<file path="src/rtl/q1_share_arbiter.sv">
// Round-robin owner of the shared capture bit q1 between requesters A and B.
// Each grant lasts at most MAX_HOLD capture cycles, with direct hand-off to a waiting peer.
module q1_share_arbiter #(
    parameter int unsigned MAX_HOLD = 4,
    parameter int unsigned CW       = 8
) (
    input  logic          clk,
    input  logic          rst,
    input  logic          a,
    input  logic          b,
    input  logic          fa,
    input  logic          fb,
    output logic          gnt_a,
    output logic          gnt_b,
    output logic          busy,
    output logic          q1,
    output logic          upd,
    output logic [CW-1:0] grant_cnt
);

    typedef enum logic [1:0] {IDLE, GNT_A, GNT_B} state_t;

    localparam logic [CW-1:0] HOLD_LAST = CW'(MAX_HOLD - 1);

    state_t        state;
    state_t        nxt;
    state_t        oth_st;
    logic          last;      // 1: B was served most recently
    logic [CW-1:0] hold_cnt;
    logic          own_req;
    logic          oth_req;
    logic          own_dat;
    logic          capture;
    logic          expire;
    logic          done;
    logic          enter;

    // The current owner's view is folded into own/oth signals so both grant states share one path.
    always_comb begin
        own_req = (state == GNT_B) ? fb : fa;
        oth_req = (state == GNT_B) ? fa : fb;
        own_dat = (state == GNT_B) ? b  : a;
        oth_st  = (state == GNT_B) ? GNT_A : GNT_B;
        capture = (state != IDLE) && own_req;
        expire  = capture && (hold_cnt == HOLD_LAST);
        done    = (state != IDLE) && (!own_req || expire);
        nxt     = state;
        enter   = 1'b0;
        case (state)
            IDLE: begin
                if (fa && fb) begin
                    nxt   = last ? GNT_A : GNT_B;
                    enter = 1'b1;
                end else if (fa) begin
                    nxt   = GNT_A;
                    enter = 1'b1;
                end else if (fb) begin
                    nxt   = GNT_B;
                    enter = 1'b1;
                end
            end
            default: begin
                if (done) begin
                    if (oth_req) begin
                        nxt   = oth_st;
                        enter = 1'b1;
                    end else if (own_req) begin
                        nxt   = state;
                        enter = 1'b1;
                    end else begin
                        nxt   = IDLE;
                    end
                end
            end
        endcase
    end

    always_ff @(posedge clk or posedge rst) begin
        if (rst) begin
            state     <= IDLE;
            last      <= 1'b1;
            hold_cnt  <= '0;
            grant_cnt <= '0;
            gnt_a     <= 1'b0;
            gnt_b     <= 1'b0;
            busy      <= 1'b0;
            q1        <= 1'b0;
            upd       <= 1'b0;
        end else begin
            state     <= nxt;
            gnt_a     <= (nxt == GNT_A);
            gnt_b     <= (nxt == GNT_B);
            busy      <= (nxt != IDLE);
            upd       <= capture;
            grant_cnt <= grant_cnt + CW'(enter);
            if (capture)
                q1 <= own_dat;
            if (done)
                last <= (state == GNT_B);
            if (enter)
                hold_cnt <= '0;
            else if (capture)
                hold_cnt <= hold_cnt + 1'b1;
        end
    end

endmodule

</file>
<file path="config.mk">
export PLATFORM = sky130hd
export DESIGN_NAME = q1_share_arbiter
export DESIGN_NICKNAME = d
export VERILOG_FILES = /design/src/rtl/q1_share_arbiter.sv
export SDC_FILE = /design/constraint.sdc
export NUM_CORES = 1
export LEC_CHECK = 0
export CAP_MARGIN = 5
export CORE_UTILIZATION = 55
export CTS_BUF_LIST = sky130_fd_sc_hd__clkbuf_16
export DETAILED_ROUTE_END_ITERATION = 8
export PLACE_DENSITY_LB_ADDON = 0.25
export SKIP_LAST_GASP = 1
export SLEW_MARGIN = 20
export SYNTH_ARGS = -nofsm -noshare
export SYNTH_HDL_FRONTEND = slang
export SYNTH_SLANG_ARGS = --single-unit
</file>
<file path="constraint.sdc">
create_clock -name clk -period 4.6 [get_ports clk]
set_input_delay 0.69 -clock clk [delete_from_list [all_inputs] [get_ports clk]]
set_output_delay 0.69 -clock clk [all_outputs]
set_load 0.02 [all_outputs]
</file>
# [After elaboration in Yosys (flattened, before gate mapping)]
# Index checks and enable logic that the tools add are counted.
[word_totals] reg_bits=24 inputBits=6 out_inout_bits=13 elab_cells=46
[classes] n_addsub=2 n_eq_ne=4 n_mux=21 reduce_logical=10
[op_table] op="2-bit two-way mux" count=9
[op_table] op="8-bit two-way mux" count=2
[op_table] op="1-bit two-way mux" count=10
[op_table] op="8-bit by 1-bit adder with 8-bit output" count=1
[op_table] op="8-bit by 1-bit adder with 8-bit output (second input constant)" count=1
[op_table] op="8-bit by 2-bit equality test with 1-bit output (second input constant)" count=1
[op_table] op="2-bit nonzero test" count=3
[op_table] op="2-bit equality test (second input constant)" count=2
[op_table] op="1-bit logical AND" count=4
[op_table] op="2-bit by 1-bit equality test with 1-bit output (second input constant)" count=1
[op_table] op="2-bit logical NOT" count=1
[op_table] op="1-bit logical NOT" count=1
[op_table] op="1-bit logical OR" count=1

# [Longest topological paths before layout]
# Gate-level depths: netlist (run 1).
[depth] word_depth=9 mapped_depth=9 depth_no_buf=8

# [Least setup slack after synthesis (run 1)]
# Ideal clock, no wire load.
[synth_timing] kind="input-to-reg" startpoint="in fa" endpoint="reg grant_cnt[6]" setup_ns=0.129 arrival_ns=2.147 t_required_ns=4.471 setup_slack_ns=2.324 path_stages=8 path_buffers=1 path_cell_list="buf_2 > mux2i_1 > o31a_2 > ha_1 > ha_1 > and3_1 > nand3_1 > xnor2_1"
[synth_via] elab_chain_cells=8 elab_cells_between_ends=15 cone_classes="add/sub (1); mux (8); reduce/logical (6)"
[synth_lines] item="start, declared" line_no="11" text="input logic fa,"
[synth_lines] item="1-bit two-way mux" line_no="40" text="own_req = (state == GNT_B) ? fb : fa;"
[synth_lines] item="1-bit logical AND" line_no="44" text="capture = (state != IDLE) && own_req;"
[synth_lines] item="1-bit logical AND" line_no="45" text="expire = capture && (hold_cnt == HOLD_LAST);"
[synth_lines] item="1-bit logical OR" line_no="46" text="done = (state != IDLE) && (!own_req || expire);"
[synth_lines] item="1-bit logical AND" line_no="46"
[synth_lines] item="1-bit two-way mux" line_no="63" text="if (done) begin"
[synth_lines] item="1-bit two-way mux (*)" line_no="49" text="case (state)"
[synth_lines] item="8-bit by 1-bit adder with 8-bit output (*)" line_no="95" text="grant_cnt <= grant_cnt + CW'(enter);"
[synth_lines] item="end signal, assigned" line_no="95"
[synth_lines] item="end, declared" line_no="18" text="output logic [CW-1:0] grant_cnt"
# Mark *: on every way between the ends. The rest lies on a longest branch, timed or not.
# A chain may end at the register's enable or synchronous reset.

# [Final worst setup path (run 1)]
# Same ends and word-level chain as after synthesis.

==> results.rst, run 1 <==
.. list-table::
   :header-rows: 1

   * - Metric
     - Value
   * - Number of hold-slack violations in the final timing report
     - 0
   * - WL met3
     - about 90 microns
   * - Final Instance Count excl. Fillers
     - 150
   * - Setup bufs post-CTS
     - 0
   * - I/O Pins
     - 19
   * - Overall routed net length
     - between 2000 and 2500 microns
   * - Area overhead of the layout relative to synthesis
     - 26.9%
   * - Reg clk slew, reported paths
     - around 0.06 ns
   * - Overflow left after global routing
     - 0
   * - Total area of sequential cells
     - ~600 sq um
   * - Worst Min Path Start
     - grant_cnt[7]
   * - Number of buffers inserted during clock tree synthesis
     - 3
   * - Max frequency
     - approximately 360 MHz
   * - Aggregate negative setup slack
     - 0 ns
   * - Transition time at the pin with the least slew margin
     - approximately 0.87 ns
   * - Most used DFF post-synth
     - sky130_fd_sc_hd__dfrtp_1
   * - Port-buffer cells
     - 18
   * - Fraction of final layout cells with drive strength greater than 1
     - 0.114
   * - Largest fanout on the critical path
     - 10
   * - Final routed DRC violation total
     - 0
   * - Synth cell count leaders
     - sky130_fd_sc_hd__dfrtp_1, sky130_fd_sc_hd__nor2_1, sky130_fd_sc_hd__xor2_1, sky130_fd_sc_hd__nand2_1
   * - Max VDD drop
     - approximately 0.44 mV
   * - Placer congestion estimate
     - between 0.8 and 0.9
   * - Number of DRC markers after the initial detailed-route iteration
     - 15
   * - Critical-path cell list
     - clkdlybuf4s50_1 -> mux2i_1 -> o31a_2 -> ha_1 -> ha_1 -> and3_1 -> nand3_1 -> xnor2_1
   * - Number of antenna violations at the first check in global routing
     - 0
   * - Setup violation total in the final timing report
     - 0
   * - Worst slew margin relative to its limit
     - 0.417
   * - Placed cell count
     - ~150
   * - Area share of the leading cell type in the synthesized netlist
     - 0.502
   * - Slowest cell on crit path
     - sky130_fd_sc_hd__clkdlybuf4s50_1
   * - Hold-fix buffer count after cts
     - 0
   * - Async SR Flop Fraction
     - 1.00
   * - Floorplan Core Area
     - approximately 2000 sq um
   * - Clock latency of the later-clocked register in the worst-skew pair
     - ~0.26 ns
   * - Crit path from
     - fa
   * - Cell mode on critical path
     - sky130_fd_sc_hd__ha_1
   * - WP data arrival
     - 2.98 ns
   * - CTS tree
     - done
   * - Post-synth net total
     - 112
   * - Library cell used as clock root buffer
     - sky130_fd_sc_hd__clkbuf_16
   * - Wire length of the first global-routing pass
     - roughly 3300 microns
   * - Number of nets with antenna violations after routing
     - 0
   * - Full die area
     - between 2000 and 2500 sq um
   * - Post-synth EDFFs
     - 0
   * - Number of distinct library cells after synthesis
     - 36
   * - Number of slew-limit violations in the final report
     - 0
   * - Placed wire-length estimate after detailed placement
     - 1580 microns
   * - First drt pass iteration count
     - 4
   * - P_leak
     - about 0.65 nW
   * - Max-cap violation count
     - 0
   * - Detailed-routed wire length on met2
     - 1130 microns
   * - Post-Syn Area per Cell
     - 11.1 sq um
   * - Number of buffers on the longest clock path
     - 2
   * - Combined area of all synthesized cells
     - between 1000 and 1500 sq um
   * - Share of the clock period used by the worst path
     - 0.608
   * - Class of the most critical hold timing path
     - flop to flop
   * - Most area-hungry cell type in the Yosys netlist
     - sky130_fd_sc_hd__dfrtp_1
   * - Share of synthesized area occupied by flip-flops and latches
     - 0.525
   * - Period minus WS final
     - between 2 and 3 ns
   * - Startpoint types
     - primary input
   * - Area of the multi-input gates
     - just over 500 sq um
   * - Via-per-instance ratio
     - around 5.7
   * - Vias after detailed routing
     - about 850
   * - Total routing usage reported by global routing
     - 0.213
   * - Post-DR wirelength/cell
     - about 15 microns
   * - Endpoint class of the critical path
     - flop
   * - Result of the run
     - finished clean
   * - Maximum cell stage delay along the critical path
     - slightly above 0.7 ns
   * - X dimension of the die
     - about 48 microns
   * - Level count of the clock H-tree
     - 1
   * - Top cells by area in the synthesized netlist
     - sky130_fd_sc_hd__dfrtp_1, sky130_fd_sc_hd__xor2_1, sky130_fd_sc_hd__nor2_1
   * - TritonCTS Sinks
     - 24
   * - Unrepaired setup endpoints after global routing
     - no
   * - Total power per unit cell area
     - roughly 600 nW/um^2
   * - Via count of the first global-routing pass
     - ~800
   * - Final-stage net count
     - 133
   * - Vertical die dimension
     - 47.7 microns
   * - Largest net degree at the start of global routing
     - 25
   * - Filler Cell Count
     - ~150
   * - Post-cts resize count
     - 0
   * - Met1 wire length
     - between 1000 and 1500 microns
   * - YS warnings
     - 0
   * - Effective utilization at floorplan
     - 0.585
   * - Row count
     - 16
   * - Clock skew after layout
     - approximately 0.0027 ns
   * - Max Used Layer
     - met4
   * - Type of the worst setup path
     - primary input to flop
   * - Worst Path Required
     - between 4 and 5 ns
   * - Antenna diode instance count
     - 0
   * - Flip-flop and latch count after synthesis
     - 24
   * - Count leader, synth
     - sky130_fd_sc_hd__dfrtp_1
   * - Number of standard cells after synthesis
     - 103
   * - Critical register-to-register path startpoint
     - hold_cnt[0]
   * - R2r setup slk
     - about 2.3 ns
==> logic make-up after synthesis <==
| logic type | after synthesis | synth area share |
|---|---|---|
| flops | 24 | 0.525 |
| buf+inv | 7 | 0.0251 |
| simple gates | 36 | 0.169 |
| fa+ha+maj | 3 | 0.0327 |
| mux | 3 | 0.0316 |
| xor+xnor | 12 | 0.0916 |
| compound gates | 18 | 0.125 |
==> worst paths after layout <==
kind                           endpoint  cells past startpoint
min                        grant_cnt[7]                      1
max                        grant_cnt[6]                      8
min in group asynchronous   hold_cnt[3]                      2
max in group asynchronous   hold_cnt[4]                      2
max reg2reg                grant_cnt[6]                      8
min reg2reg                grant_cnt[7]                      1
==> metal layers <==
| layer | global-route usage | vias to the layer above |
|---|---|---|
| li1 | - | 405 |
| met2 | 0.345 | 21 |
| met1 | 0.268 | 416 |
| met4 | 0.128 | 0 |
| met3 | 0.0377 | 7 |
| met5 | 0 | - |
==> flip-flops by register name (all words and copies together), names as in the netlist <==
signal     cells
upd            1
state          2
busy           1
gnt_b          1
last           1
q1             1
hold_cnt       8
gnt_a          1
grant_cnt      8
==> cell usage in the layout (no fill, tap or decap), drive strengths merged, types with 4 or more instances in the layout <==
cell type / instances
and3: 4
xor2: 8
inv: 5
xnor2: 4
nand2: 7
nand4: 5
o21ai: 4
dfrtp: 23
clkdlybuf4s50: 18
nor2: 11
==> critical path: cells and delay by family <==
kind | cells | cell delay [ns]
compound gates | 1 | 0.45
xor+xnor | 1 | 0.11
mux | 1 | 0.26
fa+ha+maj | 2 | 0.44
simple gates | 2 | 0.31
buf+inv | 1 | 0.72
==> where the power goes <==
part	internal (W)	total [W]	leakage (nW)	switching [W]
Sequential	0.000272	0.000334	0.304	0.0000622
Combinational	0.000138	0.000286	0.296	0.000147
Clock	0.000173	0.000246	0.0511	0.0000735
Total	0.000583	0.000867	0.651	0.000283
==> per-stage QoR <==
step	hold slack, ns	instance area (sq um)	total power [W]	utilization	setup WS, ns
after global routing	0.515	1460	0.000907	0.742	1.72
final	0.476	1460	0.000867	0.742	1.80
after CTS	0.475	1460	0.000868	0.742	1.82
after floorplan	0.496	1150	0.000499	-	2.32
after global placement	0.460	1350	0.000608	0.689	1.69
after detailed placement	0.467	1350	0.000619	0.689	1.58
==> cell type report <==
type                       count  share of cell area
multi-input combinational     72               0.355
timing repair buffer          18               0.124
sequential                    24               0.413
tap                           27              0.0232
clock buffer                   3              0.0515
clock inverter                 1              0.0206
inverter                       5              0.0129
Power figures use the tool's default switching activity.
==> run 2, diff against run 1 <==
--- a/config.mk
+++ b/config.mk
@@ -6,7 +6,7 @@
 export NUM_CORES = 1
 export LEC_CHECK = 0
 export CAP_MARGIN = 5
-export CORE_UTILIZATION = 55
+export CORE_UTILIZATION = 51
 export CTS_BUF_LIST = sky130_fd_sc_hd__clkbuf_16
 export DETAILED_ROUTE_END_ITERATION = 8
 export PLACE_DENSITY_LB_ADDON = 0.25
==> constraint.sdc (replaced) <==
create_clock -name clk -period 2.9 [get_ports clk]
set_input_delay 0.435 -clock clk [delete_from_list [all_inputs] [get_ports clk]]
set_output_delay 0.435 -clock clk [all_outputs]
set_load 0.02 [all_outputs]
==> run 2 against run 1 <==
Design area fell by 1.3%. Critical path depth is the same. First-iteration DRC count up 6.7%. Core utilization shrank 3.8 points. Register-to-register slack worse by 1.7 ns. Count of clock-buffer cells in the layout stayed put. Sequential power increased by 58%. Combinational power up 58%. Sequential cell count is the same. Sequential share of layout area is 0.54 points higher.
==> results.rst, run 2 (synthesis results as in run 1) <==
.. list-table::
   :header-rows: 1

   * - Metric
     - Value
   * - Slowest cell on crit path
     - sky130_fd_sc_hd__clkdlybuf4s50_1
   * - Critical-path cell list
     - clkdlybuf4s50_1 -> mux2i_1 -> o31a_2 -> ha_1 -> ha_1 -> and3_1 -> nand3_1 -> xnor2_1
   * - Overflow left after global routing
     - 0
   * - Area overhead of the layout relative to synthesis
     - 25.3%
   * - Vertical die dimension
     - slightly below 50 microns
   * - I/O Pins
     - 19
   * - Level count of the clock H-tree
     - 1
   * - Effective utilization at floorplan
     - 0.562
   * - Final-stage net count
     - around 130
   * - Library cell used as clock root buffer
     - sky130_fd_sc_hd__clkbuf_16
   * - Setup violation total in the final timing report
     - 0
   * - Aggregate negative setup slack
     - 0 ns
   * - Transition time at the pin with the least slew margin
     - just under 0.9 ns
   * - Via-per-instance ratio
     - ~5.6
   * - Unrepaired setup endpoints after global routing
     - no
   * - Type of the worst setup path
     - primary input to flop
   * - Commonest non-fill, non-tap cells in the layout
     - sky130_fd_sc_hd__dfrtp_1, sky130_fd_sc_hd__clkdlybuf4s50_1, sky130_fd_sc_hd__nor2_1, sky130_fd_sc_hd__xor2_1, sky130_fd_sc_hd__nand2_1
   * - TritonCTS Sinks
     - 24
   * - First drt pass iteration count
     - 5
   * - R2r setup slk
     - 0.60 ns
   * - Worst Path Required
     - 3.08 ns
   * - Max VDD drop
     - between 0.5 and 0.6 mV
   * - Period minus WS final
     - roughly 2.3 ns
   * - WP data arrival
     - ~2.5 ns
   * - Antenna diode instance count
     - 0
   * - Placed wire-length estimate after detailed placement
     - between 1500 and 2000 microns
   * - X dimension of the die
     - just under 50 microns
   * - P_leak
     - about 0.65 nW
   * - Placer congestion estimate
     - 0.857
   * - Worst hold margin
     - about 0.49 ns
   * - Cell mode on critical path
     - sky130_fd_sc_hd__ha_1
   * - Final routed DRC violation total
     - 0
   * - Detailed-routed wire length on met2
     - approximately 1100 microns
   * - Number of nets with antenna violations after routing
     - 0
   * - Port-buffer cells
     - 18
   * - Post-DR wirelength/cell
     - 14.7 microns
   * - WL met3
     - 117 microns
   * - Net switching power figure
     - between 0.0004 and 0.0005 W
   * - Clock skew after layout
     - 0.00503 ns
   * - Setup bufs post-CTS
     - 0
   * - Met1 wire length
     - around 990 microns
   * - Length in cells of the worst reg-to-reg path
     - 8
   * - Worst slew margin relative to its limit
     - 0.421
   * - Endpoint class of the critical path
     - flop
   * - Share of the clock period used by the worst path
     - 0.802
   * - Proportion of power drawn by combinational gates
     - 0.356
   * - Fraction of final layout cells with drive strength greater than 1
     - 0.113
   * - Number of slew-limit violations in the final report
     - 0
   * - Switching Fraction
     - 0.340
   * - Via count of the first global-routing pass
     - approximately 830
   * - Hold-fix buffer count after cts
     - 0
   * - Total routing usage reported by global routing
     - 0.210
   * - Reg clk slew, reported paths
     - 0.06 ns
   * - Wire length of the first global-routing pass
     - roughly 3800 microns
   * - Max-cap violation count
     - 0
   * - Number of hold-slack violations in the final timing report
     - 0
   * - CTS tree
     - done
   * - Critical register-to-register path startpoint
     - hold_cnt[4]
   * - Largest fanout on the critical path
     - 7
   * - Row count
     - 16
   * - Crit path from
     - fb
   * - Clock latency of the later-clocked register in the worst-skew pair
     - 0.25 ns
   * - Floorplan Core Area
     - between 2000 and 2500 sq um
   * - Largest net degree at the start of global routing
     - 25
   * - Full die area
     - ~2400 sq um
   * - Result of the run
     - finished clean
   * - Cell Int Power
     - roughly 0.00084 W
   * - Max frequency
     - ~430 MHz
   * - Number of DRC markers after the initial detailed-route iteration
     - 16
   * - Total power per unit cell area
     - 882 nW/um^2
   * - Number of antenna violations at the first check in global routing
     - 0
   * - Number of buffers inserted during clock tree synthesis
     - 3
   * - Worst reg2reg path endpoint
     - grant_cnt[6]
   * - Startpoint types
     - primary input
   * - Overall routed net length
     - about 2200 microns
   * - Number of buffers on the longest clock path
     - 2
   * - Finished layout cell area
     - ~1400 sq um
   * - Post-layout power
     - 0.00127 W
   * - Class of the most critical hold timing path
     - flop to flop
   * - Capturing instance or port of the critical path
     - grant_cnt[6]
   * - Vias after detailed routing
     - around 850
   * - Post-cts resize count
     - 0
   * - Sequential fraction of design power
     - 0.416
   * - Maximum cell stage delay along the critical path
     - 0.60 ns
   * - Post-placement cell area
     - approximately 1400 sq um
   * - Max Used Layer
     - met4
   * - Part of the total power dissipated in the clock network
     - 0.229
   * - Largest registers
     - grant_cnt (8), hold_cnt (8), state (2)
   * - Most common cell after layout, fill and taps aside
     - sky130_fd_sc_hd__dfrtp_1
run 2: cell count changes in the layout (fill, tap and decap cells not counted), sizes merged:
cell,before,now
buf,0,1
inv,5,6
bufinv,1,0
run 2: power by group through the flow:
stage | registers, W | clock network [W] | logic [W]
2_1_floorplan | 0.000586 | 0 | 0.000205
3_3_place_gp | 0.000531 | 0 | 0.000432
3_5_place_dp | 0.000533 | 0 | 0.000446
4_1_cts | 0.000527 | 0.000299 | 0.000451
5_1_grt | 0.000547 | 0.000309 | 0.000490
6_report | 0.000527 | 0.000290 | 0.000451
run 2: worst min-delay path by stage:
stage               slack, ns    startpoint  cells after the start           end
CTS                      0.50  grant_cnt[7]                      1  grant_cnt[7]
detailed placement       0.49  grant_cnt[7]                      1  grant_cnt[7]
global placement         0.46  grant_cnt[7]                      1  grant_cnt[7]
finish                   0.49  grant_cnt[7]                      1  grant_cnt[7]
global route             0.52  grant_cnt[7]                      1  grant_cnt[7]
floorplan                0.45           rst                      1          busy
run 2: layout make-up:
| class | instances | area (sq um) |
|---|---|---|
| clock inverters | 1 | 3.75 |
| inverters | 5 | 18.8 |
| flip-flops and latches | 24 | 602 |
| multi-input cells | 72 | 517 |
| fillers | 163 | 604 |
| well taps | 27 | 33.8 |
| clock buffers | 3 | 75.1 |
| repair buffers | 19 | 188 |
run 2: routing by layer:
layer,vias up,track usage
li1,408,-
met1,403,0.273
met2,32,0.352
met3,5,0.0312
met4,0,0.0857
met5,-,0
run 2: stage by stage:
step	std cells	util	setup slack [ns]
after floorplan	103	-	0.767
after global placement	147	0.665	0.422
after detailed placement	147	0.665	0.364
after CTS	151	0.704	0.604
after global routing	151	0.704	0.424
final	151	0.704	0.575
run 2: worst max-delay path: cells and delay by family:
family / cells / cell delay, ns
compound gates: 1 / 0.43
xor+xnor: 1 / 0.11
fa+ha+maj: 2 / 0.44
buf+inv: 1 / 0.60
mux: 1 / 0.19
simple gates: 2 / 0.30
